--- config.mk ---
export PLATFORM = sky130hd
export DESIGN_NAME = care_action_ctrl
export DESIGN_NICKNAME = d
export VERILOG_FILES = /design/src/rtl/tamagotchi_pkg.sv /design/src/rtl/button_debounce.sv /design/src/rtl/care_action_ctrl.sv
export SDC_FILE = /design/constraint.sdc
export NUM_CORES = 1
export LEC_CHECK = 0
export ABC_CLOCK_PERIOD_IN_PS = 4010
export BUFFER_PORTS_ARGS = -buffer_cell sky130_fd_sc_hd__buf_2
export CAP_MARGIN = 25
export CORE_UTILIZATION = 55
export CTS_CLUSTER_DIAMETER = 60
export DETAILED_ROUTE_END_ITERATION = 8
export PLACE_DENSITY = 0.75
export SETUP_SLACK_MARGIN = 0.4
export SYNTH_ARGS = -nofsm -noshare
export SYNTH_HDL_FRONTEND = slang
export SYNTH_SLANG_ARGS = --single-unit
export TNS_END_PERCENT = 30
--- constraint.sdc ---
create_clock -name clk -period 4.01 [get_ports clk]
set_input_delay 0.2005 -clock clk [delete_from_list [all_inputs] [get_ports clk]]
set_output_delay 0.2005 -clock clk [all_outputs]
set_load 0.05 [all_outputs]
--- src/rtl/tamagotchi_pkg.sv ---
// Shared definitions for the pet core: action codes, button indices and the
// care-action controller state encoding.
`timescale 1ns/1ps
package tamagotchi_pkg;

  localparam int NUM_BUTTONS = 6;

  typedef enum logic [2:0] {
    ACT_NONE   = 3'd0,
    ACT_FEED   = 3'd1,
    ACT_PLAY   = 3'd2,
    ACT_HEAL   = 3'd3,
    ACT_CLEAN  = 3'd4,
    ACT_SLEEP  = 3'd5,
    ACT_SOCIAL = 3'd6
  } action_e;

  typedef enum logic [2:0] {
    BTN_FEED   = 3'd0,
    BTN_PLAY   = 3'd1,
    BTN_HEAL   = 3'd2,
    BTN_CLEAN  = 3'd3,
    BTN_SLEEP  = 3'd4,
    BTN_SOCIAL = 3'd5
  } btn_idx_e;

  typedef enum logic [1:0] {
    ST_IDLE     = 2'd0,
    ST_OFFER    = 2'd1,
    ST_COOLDOWN = 2'd2
  } ctrl_state_e;

  function automatic logic [3:0] popcount6(input logic [NUM_BUTTONS-1:0] v);
    logic [3:0] n;
    n = '0;
    for (int i = 0; i < NUM_BUTTONS; i++) begin
      n = n + {3'b000, v[i]};
    end
    return n;
  endfunction

endpackage

--- src/rtl/button_debounce.sv ---
// One button: two-flop synchroniser followed by a stability counter that only
// lets the accepted level follow the input after it has differed long enough.
`timescale 1ns/1ps
module button_debounce #(
  parameter logic [15:0] DEBOUNCE_CYCLES = 16'd50_000
) (
  input  logic clk,
  input  logic reset,
  input  logic button,
  output logic level
);

  localparam int CNT_W = $clog2(int'(DEBOUNCE_CYCLES) + 1);
  localparam logic [CNT_W-1:0] CNT_LAST = CNT_W'(int'(DEBOUNCE_CYCLES) - 1);

  logic             sync_p0;
  logic             sync_p1;
  logic [CNT_W-1:0] cnt;

  always_ff @(posedge clk) begin
    if (reset) begin
      sync_p0 <= 1'b0;
      sync_p1 <= 1'b0;
      cnt     <= '0;
      level   <= 1'b0;
    end else begin
      // synchroniser stages
      sync_p0 <= button;
      sync_p1 <= sync_p0;
      // any agreement restarts the stability window
      if (sync_p1 == level) begin
        cnt <= '0;
      end else if (cnt == CNT_LAST) begin
        level <= sync_p1;
        cnt   <= '0;
      end else begin
        cnt <= cnt + 1'b1;
      end
    end
  end

endmodule

--- src/rtl/care_action_ctrl.sv ---
// Care-button front end: debounced rising edges are pended per button, the
// lowest index wins, is offered over valid/ready, then a tick-based cooldown runs.
`timescale 1ns/1ps
module care_action_ctrl
  import tamagotchi_pkg::*;
#(
  parameter logic [15:0] DEBOUNCE_CYCLES = 16'd50_000,
  parameter logic [7:0]  COOLDOWN_TICKS  = 8'd4
) (
  input  logic                   clk,
  input  logic                   reset,
  input  logic [NUM_BUTTONS-1:0] buttons,
  input  logic                   tick,
  input  logic                   action_ready,
  output logic                   action_valid,
  output logic [2:0]             action_code,
  output logic                   cooldown_active,
  output logic [NUM_BUTTONS-1:0] btn_level,
  output logic [7:0]             dropped_cnt
);

  ctrl_state_e            state;
  logic [7:0]             cool_cnt;
  logic [NUM_BUTTONS-1:0] btn_level_q;
  logic [NUM_BUTTONS-1:0] pending;
  logic [NUM_BUTTONS-1:0] rise;
  logic [NUM_BUTTONS-1:0] grant;
  logic [NUM_BUTTONS-1:0] dropped;
  logic [NUM_BUTTONS-1:0] accepted;
  logic [2:0]             grant_idx;

  function automatic logic [2:0] lowest_index(input logic [NUM_BUTTONS-1:0] v);
    logic [2:0] idx;
    idx = 3'd0;
    for (int i = NUM_BUTTONS - 1; i >= 0; i--) begin
      if (v[i]) idx = 3'(i);
    end
    return idx;
  endfunction

  function automatic logic [7:0] sat_add8(input logic [7:0] a, input logic [3:0] b);
    logic [8:0] sum;
    sum = {1'b0, a} + {5'b00000, b};
    return sum[8] ? 8'hFF : sum[7:0];
  endfunction

  for (genvar g = 0; g < NUM_BUTTONS; g++) begin : gen_db
    button_debounce #(
      .DEBOUNCE_CYCLES(DEBOUNCE_CYCLES)
    ) u_db (
      .clk   (clk),
      .reset (reset),
      .button(buttons[g]),
      .level (btn_level[g])
    );
  end

  always_comb begin
    rise      = btn_level & ~btn_level_q;
    grant_idx = lowest_index(pending);
    grant     = '0;
    if (state == ST_IDLE && pending != '0) begin
      grant[grant_idx] = 1'b1;
    end
    // cooldown discards every press; otherwise only repeats of a still-pending button
    if (state == ST_COOLDOWN) begin
      dropped = rise;
    end else begin
      dropped = rise & pending & ~grant;
    end
    accepted = rise & ~dropped;
  end

  always_ff @(posedge clk) begin
    if (reset) begin
      state           <= ST_IDLE;
      cool_cnt        <= 8'd0;
      btn_level_q     <= '0;
      pending         <= '0;
      dropped_cnt     <= 8'd0;
      action_valid    <= 1'b0;
      action_code     <= ACT_NONE;
      cooldown_active <= 1'b0;
    end else begin
      btn_level_q <= btn_level;
      pending     <= (pending & ~grant) | accepted;
      dropped_cnt <= sat_add8(dropped_cnt, popcount6(dropped));
      case (state)
        ST_IDLE: begin
          if (pending != '0) begin
            action_valid <= 1'b1;
            action_code  <= grant_idx + 3'd1;
            state        <= ST_OFFER;
          end
        end
        ST_OFFER: begin
          if (action_ready) begin
            action_valid <= 1'b0;
            action_code  <= ACT_NONE;
            if (COOLDOWN_TICKS == 8'd0) begin
              state <= ST_IDLE;
            end else begin
              state           <= ST_COOLDOWN;
              cool_cnt        <= COOLDOWN_TICKS;
              cooldown_active <= 1'b1;
            end
          end
        end
        ST_COOLDOWN: begin
          if (tick) begin
            if (cool_cnt <= 8'd1) begin
              state           <= ST_IDLE;
              cool_cnt        <= 8'd0;
              cooldown_active <= 1'b0;
            end else begin
              cool_cnt <= cool_cnt - 8'd1;
            end
          end
        end
        default: begin
          state           <= ST_IDLE;
          action_valid    <= 1'b0;
          action_code     <= ACT_NONE;
          cooldown_active <= 1'b0;
        end
      endcase
    end
  end

endmodule

==> results.cfg <==
[cts]
clk_path_buf_depth = 2
insertion_delay_ps = 420
cts.sink_count = 149
path_clk_slew_ps = 60
cts_tree = done
cts_buffers = 17
htreeDepth = 4
ctsRootBufferMaster = clkbuf_16

[sta]
worst_pin_slew_ps = 974
slew_violations = 0
fin_hold_ws_ps = 22.9
finalHoldViolations = 0
setup_tns_ps = 0
setup_viol = 0
slew_headroom_pct = 33.4
rsz0062_at_grt = true
period_needed_ps = 3550
max_freq_ghz = 0.281
fin_skew_ps = 10.7
period_share_pct = 88.6

[pwr]
p_seq_share_pct = 45.9
combPwrFrac_pct = 1.1
internal_power_mw = 2.64
irDropWorstVdd_uv = 260
pwr-share-clk_pct = 52.9
netSwitchingPower_uw = 609
p_leak_nw = 2.58
power.density_nw_per_um2 = 432
p_sw_share_pct = 18.8

[grt]
grt_usage_pct = 21.7
antenna_found_initial = 0
grt-ovfl-total = 0
grt_pass1_wl_um = 21900
grt_start_max_net_pins = 32
grt_pass1_vias = 4873

[route]
vias = 5107
vias_per_cell = 5.58
routedWlPerCell_um = 14.0
drc_errors = 0
drt_first_pass_iters = 5
ant_nets = 0
drtIter0Drc = 268
wl_um = 12800

[final_layout]
syn2layout_area_growth_pct = 14.7
multi_input_area_um2 = 3390
final_common_cell = dfxtp_1
num-fill-cells = 954
final_cell_mix = dfxtp_1 (147), nor2_1 (123), xnor2_1 (72)
nets = 785
stdcell_area_um2 = 7520
seqCellArea_um2 = 2990
diodes = 0
drive_gt1_share_pct = 11.1

[yosys]
ys_seq_area_share_pct = 45.5
synth_area_per_cell_um2 = 9.00
synth_top_cell_by_area = dfxtp_1
syn-cell-area_um2 = 6560
synthCells = 729
ys_warn_count = 0
synth_fp_nets = 755
async_reset_ff_share_pct = 0
synth_top_family_by_area = simple AND/OR/NAND/NOR gates
yosysTopAreaCellShare_pct = 45.5
synth_area_leaders = dfxtp_1 (45%), xnor2_1 (9.6%), nor2_1 (7.1%), xor2_1 (3.3%), nand4_1 (2.7%)
synthFlopType = dfxtp_1
synth-adder-area-share_pct = 3.51
synth_cell_types = 54
synthXorXnorAreaFrac_pct = 13.0
synth-seq-cells = 149
synth_compound_area_share_pct = 6.26
synth_edf_count = 0
synth-simple-area-share_pct = 27.5
synth_mux_area_share_pct = 0.763

[place]
place.gp.congestion = 0.862
dpl.hpwl_um = 8680
place_area_um2 = 6780
io_buffers = 28

[floorplan]
dieHeight_um = 111
rows = 39
start_util_pct = 56.9
die_area_um2 = 12400
ioPinCount = 29
fp.dieW_um = 111
coreArea_um2 = 11500

[worst_setup_path]
crit_required_ps = 4290
crit_arrival_ps = 3840
startpoint_type = flip-flop
r2r_start = state[1]
path_max_fanout = 4
startpoint = state[1]
end_kind = flip-flop
critPathKind = reg2reg

[job]
max_cap_viol_count = 0

[hold_path]
hp-class = in2reg
min_from = buttons[0]

[run_status]
status = completed
-- per-layer routing --
| layer | vias up | track usage [%] | routed length [µm] |
|---|---|---|---|
| met4 | 0 | 8.56 | 208 |
| li1 | 2585 | - | - |
| met5 | - | 0 | 0 |
| met1 | 2405 | 26.4 | 5780 |
| met3 | 16 | 5.47 | 474 |
| met2 | 101 | 36.8 | 6360 |
-- cell type report --
cell class / count / area share (%)
Tap cell: 143 / 2.38
Inverter: 27 / 1.35
Multi-Input combinational cell: 527 / 45.0
Sequential cell: 149 / 39.7
Clock inverter: 8 / 1.90
Timing Repair Buffer: 37 / 2.83
Clock buffer: 24 / 6.81
-- power groups by stage --
| stage | Clock, mW | Combinational, mW | Sequential [mW] |
|---|---|---|---|
| floorplan | 0 | 0.0239 | 1.52 |
| global placement | 0 | 0.0336 | 1.52 |
| detailed placement | 0 | 0.0341 | 1.52 |
| CTS | 1.75 | 0.0357 | 1.49 |
| global route | 1.81 | 0.0397 | 1.49 |
| finish | 1.72 | 0.0362 | 1.49 |
-- critical path, stage by stage (launching register included) --
cell and delay [ps]:
dfxtp_2 320, or4_4 550, nand2_2 100, a21oi_2 60
fa_1 540, inv_1 50, fa_1 490, inv_2 40
fa_2 390, fa_2 400, a21oi_4 200, nor2b_2 70
xnor2_1 140, a21oi_1 70
-- path summary, 6_finish.rpt --
| path | end | slack [ps] | cells after the start |
|---|---|---|---|
| min reg2reg | gen_db[0].u_db.sync_p1 | 440 | 1 |
| min | gen_db[0].u_db.sync_p0 | 20 | 2 |
| max | dropped_cnt[4] | 460 | 13 |
| max reg2reg | dropped_cnt[4] | 460 | 13 |
-- sequential cells by signal, summed over array words and instances, names as in the netlist --
name                 flops
btn_level_q              6
cool_cnt                 8
action_valid             1
pending                  6
gen_db.u_db.level        6
action_code              3
state                    2
dropped_cnt              8
gen_db.u_db.sync_p1      6
gen_db.u_db.cnt         96
cooldown_active          1
gen_db.u_db.sync_p0      6
-- metrics by stage --
| stage | power (mW) | std cells | setup WS, ps | utilization [%] |
|---|---|---|---|---|
| floorplan | 1.55 | 729 | 433 | - |
| global placement | 1.56 | 877 | 323 | 58.9 |
| detailed placement | 1.56 | 877 | 233 | 58.9 |
| CTS | 3.28 | 912 | 427 | 64.9 |
| global route | 3.35 | 915 | 356 | 65.3 |
| finish | 3.25 | 915 | 457 | 65.3 |
-- cell usage after synthesis (2+ instances only) --
master     count
clkbuf_1      18
a21o_1         5
nand4_1       28
nor3_1        30
a211oi_1       5
o211ai_1       3
nand2b_1      10
mux2i_1        5
and4_1         4
and4b_1        2
o21ai_0        7
nor2b_1       23
nor4bb_1       5
nor2_1       124
a21oi_1       24
a2111oi_0      2
nand3_1       29
and3_1         9
nand2_1       31
nand4b_1       4
o2111ai_1      2
xnor2_1       72
a211o_1        2
or4_1          3
xor2_1        25
inv_1         27
fa_1           4
nor4b_1        5
dfxtp_1      149
buf_4          6
ha_1          12
and3b_1        2
or3_1          5
a22o_1         3
nor4_1        25
-- cells by family (layout without fill, tap and decap cells) --
logic type | Yosys count | after routing
multiplexers | 5 | 5
buffers and inverters | 53 | 96
AO/OA/AOI/OAI | 63 | 63
flip-flops | 149 | 149
XOR/XNOR | 97 | 97
AND/OR/NAND/NOR | 346 | 346
adder cells (fa/ha/maj) | 16 | 16
-- what timing repair did --
action	in CTS	in global routing
endpoints found under the setup margin	8	8
gates resized for setup	4	8
pin swaps	1	11
buffers inserted	1	2
hold buffers	2	0
hold endpoints to repair	2	0
(Power assumes the default switching activity.)
